File: config.mk
export PLATFORM = sky130hd
export DESIGN_NAME = simon_playback_sequencer
export DESIGN_NICKNAME = d
export VERILOG_FILES = /design/src/rtl/simon_playback_sequencer.sv
export SDC_FILE = /design/constraint.sdc
export NUM_CORES = 1
export LEC_CHECK = 0
export CAP_MARGIN = 15
export CORE_UTILIZATION = 25
export DETAILED_ROUTE_END_ITERATION = 10
export GPL_ROUTABILITY_DRIVEN = 0
export PLACE_DENSITY = 0.42
export SLEW_MARGIN = 5
export SYNTH_ARGS = -nofsm -noshare
export SYNTH_HDL_FRONTEND = slang
export SYNTH_SLANG_ARGS = --single-unit
File: constraint.sdc
create_clock -name clk -period 3.3 [get_ports clk]
set_clock_uncertainty 0.2 [all_clocks]
set_input_delay 0.495 -clock clk [delete_from_list [all_inputs] [get_ports clk]]
set_output_delay 0.495 -clock clk [all_outputs]
set_load 0.005 [all_outputs]
File: src/rtl/simon_playback_sequencer.sv
// Simon playback sequencer: stores a pseudo-random color sequence and
// plays it back as timed tones, plus result jingles and button echo.
module simon_playback_sequencer #(
  parameter int TONE_CYCLES   = 50_000_000,
  parameter int GAP_CYCLES    = 25_000_000,
  parameter int JINGLE_CYCLES = 100_000_000,
  parameter int MAX_LEN       = 16
) (
  input  logic        clk,
  input  logic        reset,
  input  logic [15:0] seed,
  input  logic        play_req,
  input  logic        append_req,
  input  logic        clear_req,
  input  logic        result_req,
  input  logic        result_pass,
  input  logic        btn_valid,
  input  logic [1:0]  btn_color,
  input  logic [3:0]  rd_idx,
  output logic [1:0]  rd_color,
  output logic        enable,
  output logic [1:0]  tone_select,
  output logic        success,
  output logic        failure,
  output logic        busy,
  output logic        done,
  output logic [4:0]  seq_len,
  output logic        full
);

  typedef enum logic [2:0] {
    IDLE,
    TONE,
    GAP,
    JINGLE,
    ECHO
  } state_t;

  localparam logic [26:0] TONE_L = 27'(TONE_CYCLES);
  localparam logic [26:0] GAP_L  = 27'(GAP_CYCLES);
  localparam logic [26:0] JING_L = 27'(JINGLE_CYCLES);
  localparam logic [4:0]  MAXL   = 5'(MAX_LEN);

  state_t      state_q;
  logic [26:0] cnt_q;
  logic [3:0]  step_q;
  logic [4:0]  len_q;
  logic [15:0] lfsr_q;
  logic [15:0] lfsr_d;
  logic        en_q;
  logic [1:0]  sel_q;
  logic        succ_q;
  logic        fail_q;
  logic        done_q;
  logic [1:0]  mem_q [16];

  logic        wr_en;
  logic [4:0]  step_inc;
  logic [3:0]  step_nx;
  logic        last;

  assign lfsr_d = {lfsr_q[14:0],
                   lfsr_q[15] ^ lfsr_q[13] ^ lfsr_q[12] ^ lfsr_q[10]};

  assign full     = (len_q == MAXL);
  assign step_inc = {1'b0, step_q} + 5'd1;
  assign step_nx  = step_q + 4'd1;
  assign last     = (step_inc >= len_q);

  // append only wins in IDLE when no higher-priority request is present
  assign wr_en = (state_q == IDLE) && append_req && !result_req &&
                 !play_req && !clear_req && !full;

  always_ff @(posedge clk) begin
    if (!reset && wr_en) begin
      mem_q[len_q[3:0]] <= lfsr_q[1:0];
    end
  end

  always_ff @(posedge clk) begin
    if (reset) begin
      state_q <= IDLE;
      cnt_q   <= '0;
      step_q  <= '0;
      len_q   <= '0;
      en_q    <= 1'b0;
      sel_q   <= '0;
      succ_q  <= 1'b0;
      fail_q  <= 1'b0;
      done_q  <= 1'b0;
      lfsr_q  <= (seed == 16'd0) ? 16'hACE1 : seed;
    end else begin
      lfsr_q <= lfsr_d;
      done_q <= 1'b0;
      unique case (state_q)
        IDLE: begin
          if (result_req) begin
            state_q <= JINGLE;
            cnt_q   <= JING_L;
            succ_q  <= result_pass;
            fail_q  <= !result_pass;
          end else if (play_req) begin
            if (len_q == 5'd0) begin
              done_q <= 1'b1;
            end else begin
              state_q <= TONE;
              cnt_q   <= TONE_L;
              step_q  <= '0;
              en_q    <= 1'b1;
              sel_q   <= mem_q[0];
            end
          end else if (clear_req) begin
            len_q <= '0;
          end else if (append_req) begin
            if (wr_en) len_q <= len_q + 5'd1;
          end else if (btn_valid) begin
            state_q <= ECHO;
            en_q    <= 1'b1;
            sel_q   <= btn_color;
          end
        end
        TONE: begin
          if (cnt_q == 27'd1) begin
            state_q <= GAP;
            cnt_q   <= GAP_L;
            en_q    <= 1'b0;
          end else begin
            cnt_q <= cnt_q - 27'd1;
          end
        end
        GAP: begin
          if (cnt_q == 27'd1) begin
            if (last) begin
              state_q <= IDLE;
              cnt_q   <= '0;
              done_q  <= 1'b1;
            end else begin
              state_q <= TONE;
              cnt_q   <= TONE_L;
              step_q  <= step_nx;
              en_q    <= 1'b1;
              sel_q   <= mem_q[step_nx];
            end
          end else begin
            cnt_q <= cnt_q - 27'd1;
          end
        end
        JINGLE: begin
          if (cnt_q == 27'd1) begin
            state_q <= IDLE;
            cnt_q   <= '0;
            succ_q  <= 1'b0;
            fail_q  <= 1'b0;
            done_q  <= 1'b1;
          end else begin
            cnt_q <= cnt_q - 27'd1;
          end
        end
        ECHO: begin
          if (btn_valid) begin
            sel_q <= btn_color;
          end else begin
            state_q <= IDLE;
            en_q    <= 1'b0;
          end
        end
        default: state_q <= IDLE;
      endcase
    end
  end

  assign rd_color    = mem_q[rd_idx];
  assign enable      = en_q;
  assign tone_select = sel_q;
  assign success     = succ_q;
  assign failure     = fail_q;
  assign busy        = (state_q != IDLE);
  assign done        = done_q;
  assign seq_len     = len_q;

endmodule
Word level (Yosys, flattened, before mapping)
Memories as Yosys holds them, arrays and structs flattened.
Index checks and enable logic that the tools add are counted.
- multiply operators: 0
- add/subtract/negate cells: 4
- shift operators: 0
- bitwise gates (word level): 5
- eq/ne operators: 25
- div/mod/pow operators: 0
- reductions and logical operators: 30
- muxes and demuxes: 64
- order comparisons: 1
- operators with widths (cell ; count):
    27-bit two-way mux ; 6
    27-bit case mux with 4 select lines ; 1
    16-bit two-way mux ; 2
    3-bit two-way mux ; 10
    27-bit by 1-bit equality test with 1-bit output (second input constant) ; 1
    27-bit by 1-bit subtractor with 27-bit output (second input constant) ; 1
    26-bit two-way mux ; 1
    1-bit two-way mux ; 21
    4-bit two-way mux ; 5
    2-bit != test (second input constant) ; 9
    3-bit != test (second input constant) ; 6
    16-bit zero test ; 1
    2-bit two-way mux ; 8
    4-bit != test (second input constant) ; 4
    5-bit two-way mux ; 3
    3-bit case mux with 5 select lines ; 1
    10-bit AND reduction ; 1
    4-bit case mux with 2 select lines ; 1
    8-bit AND reduction ; 1
    2-bit nonzero test ; 4
    4-bit nonzero test ; 2
    7-bit AND reduction ; 1
    3-bit by 2-bit equality test with 1-bit output (second input constant) ; 2
    1-bit logical AND ; 6
    other kinds (20) ; 31
- logic and storage cells: 140
- bits in registers: 61
- bits in read-only memories: 0
- output and inout bits: 15
- input bits: 30
- bits in writable memories: 32
- memories kept: 1
- bits in latches: 0
- memories (name ; depth ; bits a word ; rd ports ; clocked after memory_dff ; wr ports ; RTL line ; RTL):
    mem_q ; 16 ; 2 ; 3 ; 0 ; 1 ; 55 ; logic [1:0] mem_q [16];

Logic depth before layout (Yosys ltp)
Gate-level depths: netlist of the first run.
- word-level depth: 9
- mapped depth: 9
- mapped depth without buffers: 9

Worst setup path before layout of the first run
No wires, ideal clock.
- kind: flip-flop to flip-flop
- start: register step_q[0]
- end: register step_q[2]
- setup slack: 476 ps
- stages on the path, launching flop included: 9
- setup time: 71 ps
- required time: 3029 ps
- arrival time: 2553 ps
- period minus slack after synthesis: 2824 ps
- path buffers: 0
- cells stage by stage: dfxtp_1 -> ha_1 -> xor2_1 -> ha_1 -> a21o_1 -> a31oi_1 -> o211ai_1 -> or4_1 -> a21oi_1
- word-level cells in the longest chain between the ends: 4
- elaborated cells between the ends (all ways): 8
- those cells by class: add/sub (2); order compare (1); eq/ne (1); mux (3); reduce/logical (1)
- ends and longest elaborated chain (item ; RTL line ; RTL):
    start, declared ; 46 ; logic [3:0] step_q;
    start signal, assigned ; 140 ; step_q <= step_nx;
    4-bit by 1-bit adder with 5-bit output / 4-bit by 1-bit adder with 4-bit output (equally long branches) ; 66, 67 ;
    5-bit >= comparator / 4-bit two-way mux (equally long branches) ; 68, 133 ;
    2-bit != test (no source line) / 4-bit two-way mux (equally long branches) ; n/a ;
    6-bit AND reduction (no source line) / 4-bit case mux with 2 select lines (equally long branches) ; n/a ;
Several ways; a longest one is shown, not always the timed one. The select of a mux whose other input is x is not followed.
A chain may end at the register's enable or synchronous reset.

Worst setup path in the final report of the first run
- start: input rd_idx[1]
- end: output rd_color[1]
- word-level cells in the longest chain between the ends: 1
- ends and longest elaborated chain (item ; RTL line ; RTL):
    start, declared ; 19 ; input logic [3:0] rd_idx,
    memory 16 x 2 bit ; n/a ;
    end, declared ; 20 ; output logic [1:0] rd_color,
Every way passes these cells.

==> results_tabular.tex, run 1 <==
\begin{tabular}{lr}
\hline
Metric & Value \\
\hline
\multicolumn{2}{l}{\textbf{Run status}} \\
\quad Run status & finished, final reports clean \\
\multicolumn{2}{l}{\textbf{Layout}} \\
\quad Net count reported at finish & 618 \\
\quad Area of the multi-input gates & 2710 sq um \\
\quad End-of-flow core utilization & 0.316 \\
\quad Share of final-layout standard cells stronger than drive strength 1 & 0.139 \\
\quad Antenna diodes & 0 \\
\quad Final standard cell area without fillers & 6220 sq um \\
\quad \# fillers & 2049 \\
\quad Area added between synthesis and finish & 22.4\% \\
\quad Combined flip-flop and latch cell area & 2180 sq um \\
\multicolumn{2}{l}{\textbf{Drt}} \\
\quad Number of DRC markers after the initial detailed-route iteration & 339 \\
\quad Count of unresolved DRC violations after routing & 0 \\
\quad Drt wl/cell & 17.7 um \\
\quad Routed wire length & 15000 um \\
\quad Detailed-route via count & 4356 \\
\quad Mean number of vias per cell & 5.15 \\
\quad Number of iterations in the first detailed-routing pass & 5 \\
\quad Count of antenna-violating nets left after detailed routing & 0 \\
\multicolumn{2}{l}{\textbf{Clock network}} \\
\quad TritonCTS Buffers & 9 \\
\quad Clk slew on worst S/H paths & 0.06 ns \\
\quad CTS tree & built \\
\quad Clk buf depth & 2 \\
\quad Clk sinks & 93 \\
\quad Buffer type at the clock tree root & sky130\_fd\_sc\_hd\_\_clkbuf\_16 \\
\quad Later-pin clock latency in the skew report & 0.36 ns \\
\quad CTS H-tree depth & 3 \\
\quad Count of hold buffers inserted by post-cts repair & 0 \\
\multicolumn{2}{l}{\textbf{Yosys}} \\
\quad Share of async-settable or async-resettable flops after synthesis & 0 \\
\quad Mapped Area & 5080 sq um \\
\quad Leading post-synthesis cells by cell area & sky130\_fd\_sc\_hd\_\_dfxtp\_1, sky130\_fd\_sc\_hd\_\_edfxtp\_1, sky130\_fd\_sc\_hd\_\_mux4\_2 \\
\quad Largest area contributor in the netlist & sky130\_fd\_sc\_hd\_\_dfxtp\_1 \\
\quad Net count of the mapped netlist & 567 \\
\quad Sequential cell area fraction in the yosys report & 0.429 \\
\quad Post-synthesis area per instance & 9.69 sq um \\
\quad Number of flops mapped to enable cells by yosys & 32 \\
\quad Count of different cell masters after synthesis & 68 \\
\quad Instance count of the mapped netlist & 525 \\
\quad Top FF cell, synth & sky130\_fd\_sc\_hd\_\_dfxtp\_1 \\
\quad Area share of the largest cell type after synthesis & 0.240 \\
\quad YS warnings & 0 \\
\quad FF+latch count, synth & 93 \\
\multicolumn{2}{l}{\textbf{Hold path}} \\
\quad Worst hold path type & flip-flop to flip-flop \\
\quad Startpoint of the most critical hold path & lfsr\_q[7] \\
\quad Min-Delay Path Depth & 1 \\
\multicolumn{2}{l}{\textbf{Power}} \\
\quad Clock power share & 0.205 \\
\quad Power per Cell Area & 808 nW/um\^{}2 \\
\quad Maximum VDD drop & 0.000360 V \\
\quad Combinational share of power & 0.461 \\
\quad Net switching fraction of the power & 0.426 \\
\quad Total leakage power & 2.15 nW \\
\quad Overall power of the completed layout & 5.03 mW \\
\quad P\_int & 2.89 mW \\
\quad Total net switching power & 2.14 mW \\
\quad Sequential share of power & 0.333 \\
\multicolumn{2}{l}{\textbf{Global route}} \\
\quad Aggregate global routing overflow & 0 \\
\quad First-pass GRT wire length & 24300 um \\
\quad Maximum number of pins on one net before global-route repair & 34 \\
\quad Number of global-route vias before repair & 4316 \\
\quad Global-route usage over all layers & 0.155 \\
\quad Antenna violations before repair & 0 \\
\multicolumn{2}{l}{\textbf{Worst setup path}} \\
\quad Kind of end point of the critical path & primary output \\
\quad Launch instance of the worst register-to-register path & step\_q[1] \\
\quad Worst Path Arrival & 2.27 ns \\
\quad Depth of the worst register-to-register path & 8 \\
\quad Critical Path Source Type & primary input \\
\quad Worst Setup SP & rd\_idx[1] \\
\quad CP Max Fanout & 8 \\
\quad Req. time, crit path & 2.60 ns \\
\quad Type of the setup path with the least slack & primary input to primary output \\
\multicolumn{2}{l}{\textbf{Placed design}} \\
\quad Post-placement cell area & 5930 sq um \\
\quad DPL Wire Length & 11000 um \\
\quad Number of port buffers & 44 \\
\multicolumn{2}{l}{\textbf{Timing}} \\
\quad Fraction of the cycle the final worst path needs & 0.897 \\
\quad Rel. slew slack & 0.534 \\
\quad Peak Freq & 338 MHz \\
\quad Smallest hold slack & 0.231 ns \\
\quad Count of endpoints failing setup in the final report & 0 \\
\quad Minimum clock period & 2.96 ns \\
\quad Unrepaired setup endpoints after global routing & false \\
\quad Transition time at the pin with the least slew margin & 0.699 ns \\
\quad Final number of max-transition violations & 0 \\
\quad Setup total negative slack & 0 ns \\
\quad Final hold viol count & 0 \\
\multicolumn{2}{l}{\textbf{Die}} \\
\quad Die width & 145 um \\
\quad Total core area & 19700 sq um \\
\quad Die outline area & 20900 sq um \\
\quad I/O Pins & 45 \\
\quad Starting density of the core & 0.258 \\
\quad Die outline height & 145 um \\
\quad Placement Rows & 51 \\
\multicolumn{2}{l}{\textbf{Run}} \\
\quad Max-cap violation count & 0 \\
\hline
\end{tabular}
-- cells by family (layout without fill, tap and decap cells) --
| logic type | count (synthesis) | after routing | synth area share |
|---|---|---|---|
| and+or+nand+nor | 187 | 187 | 0.193 |
| AOI/OAI and AO/OA | 138 | 138 | 0.181 |
| DFF | 93 | 93 | 0.429 |
| buffers and inverters | 50 | 106 | 0.0381 |
| muxes | 28 | 28 | 0.101 |
| xor gates and xnor gates | 17 | 17 | 0.0293 |
| adders and majority gates | 12 | 12 | 0.0295 |
-- metrics by stage --
step                      setup slack (ns)  instances
after floorplan                      0.476        525
after global placement              0.0413        830
after detailed placement            0.0338        830
after CTS                           0.0185        846
after global routing                 0.255        846
final                                0.339        846
-- repair_timing --
item,CTS,global route
setup buffers,0,0
endpoints found under the setup margin,0,2
hold endpoints to repair,0,0
gates resized for setup,0,3
-- critical path, stage by stage --
cell	delay [ns]
sky130_fd_sc_hd__clkdlybuf4s50_1	0.51
sky130_fd_sc_hd__buf_12	0.14
sky130_fd_sc_hd__mux4_2	0.49
sky130_fd_sc_hd__mux4_2	0.47
sky130_fd_sc_hd__dlymetal6s2s_1	0.16
-- sequential cells by signal (all words and copies together) (netlist names) --
name and cells:
enable 1, success 1, failure 1, mem_q 32
cnt_q 27, seq_len 5, lfsr_q 16, state_q 3
tone_select 2, step_q 4, done 1
-- final timing paths --
kind	end	slack [ns]
setup reg to reg	step_q[2]	0.41
hold / removal	lfsr_q[8]	0.23
hold reg to reg	lfsr_q[8]	0.23
setup / recovery	rd_color[1]	0.34
-- synthesized netlist by cell type, drive strengths merged (3+ instances only) --
| cell | instances |
|---|---|
| a211oi | 9 |
| a21o | 4 |
| a21oi | 38 |
| a221oi | 5 |
| a31oi | 9 |
| and3 | 4 |
| buf | 6 |
| clkbuf | 20 |
| dfxtp | 61 |
| edfxtp | 32 |
| ha | 12 |
| inv | 24 |
| mux2 | 5 |
| mux2i | 5 |
| mux4 | 18 |
| nand2 | 30 |
| nand2b | 4 |
| nand3 | 14 |
| nand4 | 10 |
| nor2 | 61 |
| nor3 | 21 |
| nor4 | 22 |
| o211ai | 4 |
| o21a | 4 |
| o21ai | 29 |
| o22a | 8 |
| o2bb2ai | 4 |
| o31ai | 3 |
| or2 | 5 |
| or3 | 4 |
| or4 | 5 |
| xnor2 | 8 |
| xor2 | 9 |
-- placed cells by master (no fill, tap or decap), types with 3 or more instances in the layout --
cell,synthesis,final
sky130_fd_sc_hd__clkbuf_16,0,9
sky130_fd_sc_hd__nor4_1,17,17
sky130_fd_sc_hd__or2_2,4,4
sky130_fd_sc_hd__nand2_1,30,30
sky130_fd_sc_hd__dlymetal6s2s_1,0,3
sky130_fd_sc_hd__o211ai_1,3,3
sky130_fd_sc_hd__xor2_1,9,9
sky130_fd_sc_hd__mux2i_1,5,5
sky130_fd_sc_hd__nand2b_1,4,4
sky130_fd_sc_hd__a21oi_1,38,38
sky130_fd_sc_hd__o21ai_1,3,3
sky130_fd_sc_hd__nand4_1,8,8
sky130_fd_sc_hd__mux4_2,18,18
sky130_fd_sc_hd__o2bb2ai_1,4,4
sky130_fd_sc_hd__nor4_2,4,4
sky130_fd_sc_hd__xnor2_1,8,8
sky130_fd_sc_hd__mux2_2,5,5
sky130_fd_sc_hd__nor2_1,60,60
sky130_fd_sc_hd__o21ai_0,25,25
sky130_fd_sc_hd__or3_1,4,4
sky130_fd_sc_hd__ha_1,12,12
sky130_fd_sc_hd__o22a_1,8,8
sky130_fd_sc_hd__nand3_1,13,13
sky130_fd_sc_hd__nor3_1,20,20
sky130_fd_sc_hd__or4_1,5,5
sky130_fd_sc_hd__and3_1,4,4
sky130_fd_sc_hd__a221oi_1,5,5
sky130_fd_sc_hd__a31oi_1,9,9
sky130_fd_sc_hd__a21o_1,4,4
sky130_fd_sc_hd__o21a_1,4,4
sky130_fd_sc_hd__buf_4,0,21
sky130_fd_sc_hd__inv_1,24,24
sky130_fd_sc_hd__edfxtp_1,32,32
sky130_fd_sc_hd__clkdlybuf4s50_1,0,40
sky130_fd_sc_hd__a211oi_1,9,9
sky130_fd_sc_hd__dfxtp_1,61,61
-- metal layers --
layer | GRT usage | vias up | part of all wire
li1 | - | 2106 | -
met2 | 0.244 | 113 | 0.47
met4 | 0.0454 | 0 | 0.014
met1 | 0.212 | 2121 | 0.47
met5 | 0 | - | 0
met3 | 0.0301 | 16 | 0.043
-- power by group through the flow --
stage	Combinational, mW	Clock, mW	Sequential [mW]
after global placement	2.30	0	1.69
after detailed placement	2.31	0	1.70
final	2.32	1.03	1.68
after global routing	2.61	1.12	1.71
after floorplan	1.62	0	1.62
after CTS	2.33	1.07	1.67
-- area by class of cell --
cell class,count,area share
clock buffer,9,0.0362
clock inverter,7,0.0105
inverter,24,0.0145
multi-input combinational,382,0.435
sequential,93,0.351
tap,265,0.0533
timing repair buffer,66,0.0997
(Power assumes the default switching activity.)
==> run 2, diff against run 1 <==
==> constraint.sdc (replaced) <==
create_clock -name clk -period 2.93 [get_ports clk]
set_clock_uncertainty 0.2 [all_clocks]
set_input_delay 0.4395 -clock clk [delete_from_list [all_inputs] [get_ports clk]]
set_output_delay 0.4395 -clock clk [all_outputs]
set_load 0.005 [all_outputs]
==> results_tabular.tex, run 2 (synthesis gave the netlist of run 1 again) <==
\begin{tabular}{lr}
\hline
Metric & Value \\
\hline
\multicolumn{2}{l}{\textbf{Clock network}} \\
\quad TritonCTS Buffers & 9 \\
\quad Later-pin clock latency in the skew report & 0.36 ns \\
\quad Buffer type at the clock tree root & sky130\_fd\_sc\_hd\_\_clkbuf\_16 \\
\quad Count of hold buffers inserted by post-cts repair & 0 \\
\quad Clk sinks & 93 \\
\quad CTS H-tree depth & 3 \\
\quad CTS tree & built \\
\quad Clk buf depth & 2 \\
\quad Clk slew on worst S/H paths & 0.08 ns \\
\multicolumn{2}{l}{\textbf{Drt}} \\
\quad Number of iterations in the first detailed-routing pass & 5 \\
\quad Number of DRC markers after the initial detailed-route iteration & 266 \\
\quad Routed wire length & 15000 um \\
\quad Count of antenna-violating nets left after detailed routing & 0 \\
\quad Drt wl/cell & 17.4 um \\
\quad Count of unresolved DRC violations after routing & 0 \\
\quad Mean number of vias per cell & 5.11 \\
\quad Detailed-route via count & 4402 \\
\multicolumn{2}{l}{\textbf{Placed design}} \\
\quad Number of port buffers & 44 \\
\quad DPL Wire Length & 10900 um \\
\multicolumn{2}{l}{\textbf{Worst setup path}} \\
\quad Cells traversed along the worst timing path & ha\_1 -> xor2\_1 -> ha\_1 -> a21o\_1 -> a31oi\_2 -> o21a\_1 -> o221ai\_1 -> nor3\_1 -> a211oi\_1 \\
\quad Critical Path Source Type & flip-flop \\
\quad Critical-path cell with the highest stage delay & sky130\_fd\_sc\_hd\_\_dfxtp\_1 \\
\quad CP Max Fanout & 6 \\
\quad Count of buffering cells on the critical path with inverters included & 0 \\
\quad Kind of end point of the critical path & flip-flop \\
\quad Req. time, crit path & 2.95 ns \\
\quad Cell with the most instances on the worst path & sky130\_fd\_sc\_hd\_\_ha\_1 \\
\quad Crit path max-delay family & compound AO/OA/AOI/OAI gates \\
\quad Worst Path Arrival & 2.78 ns \\
\quad Type of the setup path with the least slack & flip-flop to flip-flop \\
\quad Delay of the slowest cell on the worst path & 0.36 ns \\
\multicolumn{2}{l}{\textbf{Power}} \\
\quad Net switching fraction of the power & 0.424 \\
\quad Total leakage power & 2.22 nW \\
\quad Maximum VDD drop & 0.000322 V \\
\quad Sequential share of power & 0.321 \\
\quad P\_int & 3.37 mW \\
\quad Clock power share & 0.208 \\
\quad Power per Cell Area & 920 nW/um\^{}2 \\
\quad Total net switching power & 2.48 mW \\
\quad Combinational share of power & 0.471 \\
\multicolumn{2}{l}{\textbf{Global route}} \\
\quad Aggregate global routing overflow & 0 \\
\quad First-pass GRT wire length & 23600 um \\
\quad Maximum number of pins on one net before global-route repair & 34 \\
\quad Number of global-route vias before repair & 4240 \\
\quad Global-route usage over all layers & 0.150 \\
\quad Antenna violations before repair & 0 \\
\multicolumn{2}{l}{\textbf{Layout}} \\
\quad End-of-flow core utilization & 0.323 \\
\quad Area added between synthesis and finish & 25.1\% \\
\quad Net count reported at finish & 634 \\
\quad Antenna diodes & 0 \\
\quad Commonest cells after routing, fill and taps aside & sky130\_fd\_sc\_hd\_\_dfxtp\_1, sky130\_fd\_sc\_hd\_\_nor2\_1, sky130\_fd\_sc\_hd\_\_clkdlybuf4s50\_1, sky130\_fd\_sc\_hd\_\_a21oi\_1, sky130\_fd\_sc\_hd\_\_buf\_4 \\
\quad Share of final-layout standard cells stronger than drive strength 1 & 0.168 \\
\quad Max FFs per register & 32 \\
\quad Most frequent standard cell in the layout excluding fill and tap cells & sky130\_fd\_sc\_hd\_\_dfxtp\_1 \\
\multicolumn{2}{l}{\textbf{Timing}} \\
\quad Minimum clock period & 2.76 ns \\
\quad Unrepaired setup endpoints after global routing & false \\
\quad Final number of max-transition violations & 0 \\
\quad Fraction of the cycle the final worst path needs & 0.941 \\
\quad Transition time at the pin with the least slew margin & 0.641 ns \\
\quad Count of endpoints failing setup in the final report & 0 \\
\quad Final hold viol count & 0 \\
\quad Smallest hold slack & 0.236 ns \\
\quad Setup total negative slack & 0 ns \\
\quad Rel. slew slack & 0.572 \\
\quad Peak Freq & 363 MHz \\
\multicolumn{2}{l}{\textbf{Die}} \\
\quad I/O Pins & 45 \\
\quad Die width & 145 um \\
\quad Die outline area & 20900 sq um \\
\quad Die outline height & 145 um \\
\quad Placement Rows & 51 \\
\quad Total core area & 19700 sq um \\
\quad Starting density of the core & 0.258 \\
\multicolumn{2}{l}{\textbf{Run status}} \\
\quad Run status & finished, final reports clean \\
\multicolumn{2}{l}{\textbf{Hold path}} \\
\quad Worst hold path type & flip-flop to flip-flop \\
\multicolumn{2}{l}{\textbf{Run}} \\
\quad Max-cap violation count & 0 \\
\hline
\end{tabular}
## run 2: changes by cell type in the layout (fill, tap and decap cells not counted), sizes merged
cell,before,now
clkinvlp,1,0
dlymetal6s2s,3,0
buf,23,39
clkdlybuf4s50,40,39
inv,28,30
clkinv,2,1
dlygate4sd2,0,4
## run 2: power by group through the flow
stage	clock network [mW]	logic, mW	registers, mW
after floorplan	0	1.83	1.83
after global placement	0	2.71	1.90
after detailed placement	0	2.72	1.90
after CTS	1.25	2.74	1.87
after global routing	1.31	3.03	1.91
final	1.22	2.76	1.88
## run 2: per-layer routing
| layer | vias up | routed length (um) | part of all wire | GRT usage |
|---|---|---|---|---|
| met5 | - | 0 | 0 | 0 |
| met4 | 0 | 197 | 0.013 | 0.0465 |
| met3 | 15 | 726 | 0.049 | 0.0371 |
| met2 | 122 | 6760 | 0.45 | 0.233 |
| met1 | 2132 | 7270 | 0.49 | 0.203 |
| li1 | 2133 | - | - | - |
## run 2: timing repair
item / 4_1_cts / 5_1_grt
pin swaps: 0 / 1
gates resized for setup: 4 / 4
setup buffers: 1 / 2
endpoints found under the setup margin: 2 / 10
gates cloned: 0 / 0
## run 2: metrics by stage
step | instances | setup slack, ns | instance area, sq um | power (mW)
finish | 862 | 0.173 | 6360 | 5.85
detailed placement | 843 | -0.238 | 6020 | 4.62
global placement | 843 | -0.219 | 6020 | 4.61
global route | 862 | 0.0276 | 6360 | 6.25
CTS | 860 | 0.136 | 6330 | 5.86
floorplan | 525 | 0.106 | 5080 | 3.66
## run 2: worst paths after layout
path	from	end	slack, ns	cells past startpoint
worst max-delay path	step_q[1]	tone_select[1]	0.17	9
worst min-delay path	lfsr_q[8]	lfsr_q[9]	0.24	1
worst max register to register	step_q[1]	tone_select[1]	0.17	9
worst min register to register	lfsr_q[8]	lfsr_q[9]	0.24	1
## run 2: cell type report
class                   instances  area [sq um]
fillers                      1984         13400
well taps                     265           332
clock buffers                   9           225
clock inverters                 7          81.3
multi-input cells             382          2720
repair buffers                 82           728
inverters                      24          90.1
flip-flops and latches         93          2180
==> patch 1 (config.mk and constraints of run 2) <==
Put one more register stage on the output `tone_select`. The value now appears one clock later. The other outputs are not delayed to match.
--- a/src/rtl/simon_playback_sequencer.sv
+++ b/src/rtl/simon_playback_sequencer.sv
@@ -172,5 +172,7 @@
   assign rd_color    = mem_q[rd_idx];
   assign enable      = en_q;
-  assign tone_select = sel_q;
+  always_ff @(posedge clk) begin
+    tone_select <= sel_q;
+  end
   assign success     = succ_q;
   assign failure     = fail_q;
Behaviour: not the same (a bounded check fails within 4 cycles, from zero or initial values and one cycle with reset high).
==> patch 1 against run 2 <==
  * Critical path depth shrank 2
  * Total power shrank 7.8%
  * Sequential cell count grew 2
  * Via count shrank 0.20%
  * Wire length grew 0.15%
  * First-iteration DRC count grew 18%
  * Area after synthesis grew 0.91%
  * Design area grew 2.4%
  * Setup slack lost 38 ps
==> patch 1: results (changes against run 2) <==
** Outcome
- Status :: completed

** Pwr
- Leak Pwr :: 2.35 nW (+6.0%)
- Largest voltage drop on the vdd net :: 0.307 mV (-4.6%)

** Drt
- The via density per instance was 5.01 (-1.8%).
- The initial detailed-routing violation count is 313 (+18%).
- Drt wl/cell :: 17.1 microns (-1.4%)
- Detailed-router iteration count before antenna repair :: 4 (-1)

** Critical path
- The depth of the worst register-to-register path was 6 (-3).
- Largest delay contributor family on the critical path :: simple AND/OR/NAND/NOR gates
- In this run the critical register-to-register path is captured at mem_q[2][0].
- WP data arrival :: 2630 ps (-150 ps)
- Tracing the worst setup path back leads to its startpoint at result_req.
- Slowest stage cell, crit path :: sky130_fd_sc_hd__clkdlybuf4s50_1
- In this run the critical register-to-register path is launched from state_q[2].
- The top fanout value on the critical path came to 4 (-2).
- Setup slack on the worst flop-to-flop path :: 220 ps (+50 ps)
- STA classifies the critical path endpoint as a flop.
- The largest stage delay on the critical path is 430 ps (+70 ps).

** CTS
- Number of levels in the clock H-tree :: 3 (unchanged)
- Clock network latency to the later pin of the worst-skew pair :: 360 ps (about the same)
- The number of CTS-inserted buffers is 9 (unchanged).
- In this run the clock root is driven by a sky130_fd_sc_hd__clkbuf_16.
- Post-CTS Repair Setup Buffers :: 2 (+1)
- The clock-pin slew on the worst setup and hold paths came to 80 ps (about the same).
- Number of gates given a new drive strength after cts :: 6 (+2)
- The maximum root-to-sink buffer count is 2 (unchanged).

** GRT
- Number of global-route vias before repair :: 4383 (+3.4%)
- The global-route wire length before repair is 24.3 mm (+3.2%).
- Largest net degree at the start of global routing :: 25 (-26%)
- GR Layer Usage met1 :: 19.8% (-0.54 points)
- Met3 Use GR :: 2.30% (-1.4 points)
- The aggregate global-route resource usage came to 15.0% (-0.016 points).
- Global-route met2 utilization :: 24.0% (+0.74 points)
- Number of antenna violations at the first check in global routing :: 0 (unchanged)

** Placement
- The standard cell area after detailed placement came to 0.00620 sq mm (+2.9%).
- The number of port buffers is 44 (unchanged).
- The HPWL after detailed placement came to 11.5 mm (+4.7%).

** Synth
- Register area share after synthesis :: 43.3% (+0.39 points)
- After synthesis, the most frequently instantiated cells are sky130_fd_sc_hd__nor2_1, sky130_fd_sc_hd__dfxtp_1, sky130_fd_sc_hd__nand2_1.
- After synthesis, the cell types taking the most area are sky130_fd_sc_hd__dfxtp_1, sky130_fd_sc_hd__edfxtp_1, sky130_fd_sc_hd__mux4_2.
- Number of enable flip-flop cells after synthesis :: 32 (unchanged)
- Syn. warnings :: 0 (unchanged)
- Number of unique standard cell types used by synthesis :: 70 (+2.9%)
- The fraction of registers with async set or reset after synthesis is 0% (unchanged).
- Mapped Nets :: 560 (-1.2%)

** Final layout
- The antenna diode count came to 0 (unchanged).
- Layout cells sized above 1 :: 19.0% (+2.2 points)
- Total Nets Final :: 643 (+1.4%)
- The number of flip-flops under the largest register name was 32 (unchanged).

** STA
- The worst-case headroom to the max-slew limit came to 55.4% (-1.8 points).

** Worst hold path
- Worst hold-check path type :: reg2reg
- The path with the worst hold slack has its endpoint at tone_select[1].
- Hold Startpoint :: sel_q[1]
- The number of cells on the worst hold path is 0 (-1).
==> patch 1: changes by cell type after synthesis, sizes merged, moves of 6 or more <==
cell / before / now
inv: 24 / 15
nand2: 30 / 38
nand4: 10 / 2
a211oi: 9 / 15
==> patch 1: area by class of cell <==
class,count,area [sq um]
fill,2124,13700
multi-input combinational,382,2770
sequential,95,2220
timing repair buffer,98,848
tap,270,338
clock buffer,9,225
clock inverter,7,60.1
inverter,15,56.3
==> patch 1: cells by family (layout without fill, tap and decap cells) <==
kind of cell | count (synthesis) | in the layout | share of synthesized area [%]
AO/OA/AOI/OAI | 133 | 133 | 18.0
XOR/XNOR | 16 | 16 | 2.73
adder cells (fa/ha/maj) | 12 | 12 | 2.93
buffers and inverters | 41 | 129 | 3.22
flip-flops | 95 | 95 | 43.3
multiplexers | 29 | 29 | 10.2
AND/OR/NAND/NOR | 192 | 192 | 19.6
==> patch 1: report_power, final <==
part,switching [mW],internal [mW],total [mW],leakage [nW]
registers,0.266,1.61,1.87,0.807
clock network,0.571,0.595,1.17,0.143
logic,1.29,1.06,2.35,1.40
total,2.13,3.26,5.39,2.35
==> patch 1: metrics by stage <==
step | util [%] | cells | worst slack [ps] | hold slack (ps)
final | 32.3 | 876 | 135 | 172
after global routing | 32.3 | 876 | 1.17 | 192
after CTS | 32.2 | 876 | 80.1 | 175
after detailed placement | 30.7 | 858 | -253 | 162
after global placement | 30.7 | 858 | -227 | 162
after floorplan | - | 518 | 67.8 | 151
==> patch 1: layer usage <==
layer / routed length (microns) / part of all wire [%] / vias up
met5: 0 / 0 / -
met4: 322 / 2.1 / 0
met3: 654 / 4.4 / 21
met2: 7100 / 47 / 118
met1: 6900 / 46 / 2107
li1: - / - / 2147
==> patch 2 (flow settings as in run 2) <==
Without the edit above. The parameter `GAP_CYCLES` goes from 25_000_000 to 12_500_000.
--- a/src/rtl/simon_playback_sequencer.sv
+++ b/src/rtl/simon_playback_sequencer.sv
@@ -3,5 +3,5 @@
 module simon_playback_sequencer #(
   parameter int TONE_CYCLES   = 50_000_000,
-  parameter int GAP_CYCLES    = 25_000_000,
+  parameter int GAP_CYCLES    = 12_500_000,
   parameter int JINGLE_CYCLES = 100_000_000,
   parameter int MAX_LEN       = 16
Function: no difference found for any inputs over 4 cycles, from zero or initial values and one cycle with reset high; that may be too few to reach the edited logic, so the function may still have changed.
==> patch 2 against run 2 <==
  * First-iteration DRC count rose by 13%
  * Setup slack got worse by 130 ps
  * Area after synthesis fell by 1.3%
  * Combinational power fell by 7%
  * Fmax fell by 4.5%
  * Design area fell by 1.1%
  * Total power fell by 3.9%
  * Final cell count rose by 0.12%
  * Sequential cell count did not move
  * Wire length rose by 1.3%
  * Critical path depth fell by 4
  * Largest cell class unchanged
==> patch 2: results (changes against run 2) <==
** Synth
- The post-synthesis cell type count is 60 (-12%).
- Ys async rst share :: 0% (unchanged)
- Main synth FF type :: sky130_fd_sc_hd__dfxtp_1
- Register area share after synthesis :: 43.5% (+0.56 points)
- The warning count from the yosys run came to 0 (unchanged).
- Synth top cells by count :: sky130_fd_sc_hd__dfxtp_1, sky130_fd_sc_hd__nor2_1, sky130_fd_sc_hd__a21oi_1
- In the post-synthesis netlist, the biggest area contributors are sky130_fd_sc_hd__dfxtp_1, sky130_fd_sc_hd__edfxtp_1, sky130_fd_sc_hd__mux4_2.
- Mapped Nets :: 570 (+0.53%)
- The number of enable flip-flop cells after synthesis was 32 (unchanged).
- Most numerous cell in the Yosys netlist :: sky130_fd_sc_hd__dfxtp_1

** Drt
- The highest layer touched by signal routing is met4.
- Drt wl/cell :: 17.6 microns (+1.2%)
- Length of routed met3 wiring :: 593 microns (-18%)
- The length of routed met2 wiring is 7.12 mm (+5.3%).
- The number of iterations in the first detailed-routing pass came to 5 (unchanged).
- Vias/cell :: 5.06 (-0.82%)
- The met1 wire length is 7.21 mm (-0.89%).
- The initial detailed-routing violation count was 301 (+13%).

** CTS
- The maximum root-to-sink buffer count came to 2 (unchanged).
- The number of CTS-inserted buffers came to 9 (unchanged).
- Clock Pin Slew Worst Setup and Hold Paths :: 80 ps (about the same)
- The clock reaches the later pin of the worst-skew pair after 350 ps.
- Number of levels in the clock H-tree :: 3 (unchanged)
- Clock tree synthesis selected as its root buffer the cell sky130_fd_sc_hd__clkbuf_16.

** Final layout
- The antenna diode count came to 0 (unchanged).
- The layout net count is 635 (+0.16%).
- Largest register FFs :: 32 (unchanged)
- The share of final-layout standard cells stronger than drive strength 1 was 15.2% (-1.5 points).

** Critical path
- Highest cell delay on the worst timing path :: 500 ps (+140 ps)
- The slowest stage of the critical path is the sky130_fd_sc_hd__mux4_2 cell.
- WP data arrival :: 2250 ps (-530 ps)
- The top fanout value on the critical path came to 8 (+2).
- The internal reg-to-reg setup slack came to 150 ps (-20 ps).

** STA
- Transition time at the pin with the least slew margin :: 624 ps (-17.4 ps)
- Worst Hold Margin :: 168 ps (-67.5 ps)
- Finish-stage setup viols :: 0 (unchanged)
- The maximum achievable frequency came to 0.346 GHz (-4.5%).

** Placement
- Area after detailed placement :: 0.00596 sq mm (-1.0%)
- The pre-CTS setup slack came to -233 ps (+4.77 ps).
- Number of input and output port buffers inserted :: 44 (unchanged)
- The HPWL after detailed placement came to 11.3 mm (+3.4%).

** Pwr
- The switching portion of total power came to 42.5% (about the same).
- The total leakage power came to 2.21 nW (-0.42%).
- Largest voltage drop on the vdd net :: 0.398 mV (+23%)

** GRT
- Number of antenna violations at the first check in global routing :: 0 (unchanged)
- The aggregate global-route resource usage is 15.4% (+0.45 points).
- Largest net degree at the start of global routing :: 35 (+2.9%)
- The via count of the first global-routing pass is 4249 (+0.21%).
- Global-route wire length before repair :: 24.0 mm (+1.8%)

** Outcome
- The run finished with clean final reports.

** Worst hold path
- The path class of the tightest hold or removal check is in2reg.
-- patch 2: cell count changes after synthesis, sizes merged, moves of 4 or more --
cell / run 2 / this run
nand2: 30 / 35
xnor2: 8 / 4
nor2: 61 / 56
nor3: 21 / 35
nor4: 22 / 16
a211oi: 9 / 5
a221oi: 5 / 1
inv: 24 / 19
-- patch 2: worst max-delay path, delay by kind of cell --
| family | cells | cell delay [ps] |
|---|---|---|
| buf+inv | 3 | 850 |
| mux | 2 | 960 |
-- patch 2: kinds of logic after synthesis --
logic type      Yosys count  synth area share (%)
compound gates          129                  16.4
xor+xnor                 14                  2.44
fa+ha+maj                12                  2.99
buf+inv                  46                  3.49
flops                    93                  43.5
mux                      30                  10.6
simple gates            204                  20.7
-- patch 2: worst paths after layout --
check | cells past startpoint | startpoint | end
max reg2reg | 9 | step_q[0] | tone_select[0]
max | 5 | rd_idx[1] | rd_color[1]
min reg2reg | 1 | lfsr_q[8] | lfsr_q[9]
min | 2 | reset | seq_len[3]
-- patch 2: cell type report --
cell class	count	area, sq um
fillers	2050	13300
multi-input cells	389	2680
flip-flops and latches	93	2180
repair buffers	80	718
well taps	265	332
clock buffers	9	225
clock inverters	7	75.1
inverters	20	75.1
-- patch 2: metal layers --
| layer | track usage [%] | up-vias |
|---|---|---|
| li1 | - | 2121 |
| met1 | 21.1 | 2130 |
| met2 | 24.8 | 101 |
| met3 | 2.30 | 19 |
| met4 | 5.10 | 0 |
| met5 | 0 | - |
-- patch 2: power groups by stage --
stage | clock network, mW | logic [mW] | registers, mW
2_1_floorplan | 0 | 1.67 | 1.79
3_3_place_gp | 0 | 2.54 | 1.86
3_5_place_dp | 0 | 2.55 | 1.86
4_1_cts | 1.25 | 2.56 | 1.83
5_1_grt | 1.30 | 2.83 | 1.87
6_report | 1.20 | 2.58 | 1.83
-- patch 2: metrics by stage --
step | power (mW) | instances | TNS (ps) | util (%)
floorplan | 3.45 | 528 | 0 | -
global placement | 4.40 | 846 | -415 | 30.4
detailed placement | 4.41 | 846 | -459 | 30.4
CTS | 5.64 | 862 | 0 | 32.0
global route | 6.01 | 863 | 0 | 32.1
finish | 5.62 | 863 | 0 | 32.1
-- patch 2: what timing repair did --
action	4_1_cts	5_1_grt
setup endpoints to repair	2	6
resized for setup	2	7
buffers inserted	0	1
pin swaps	0	1
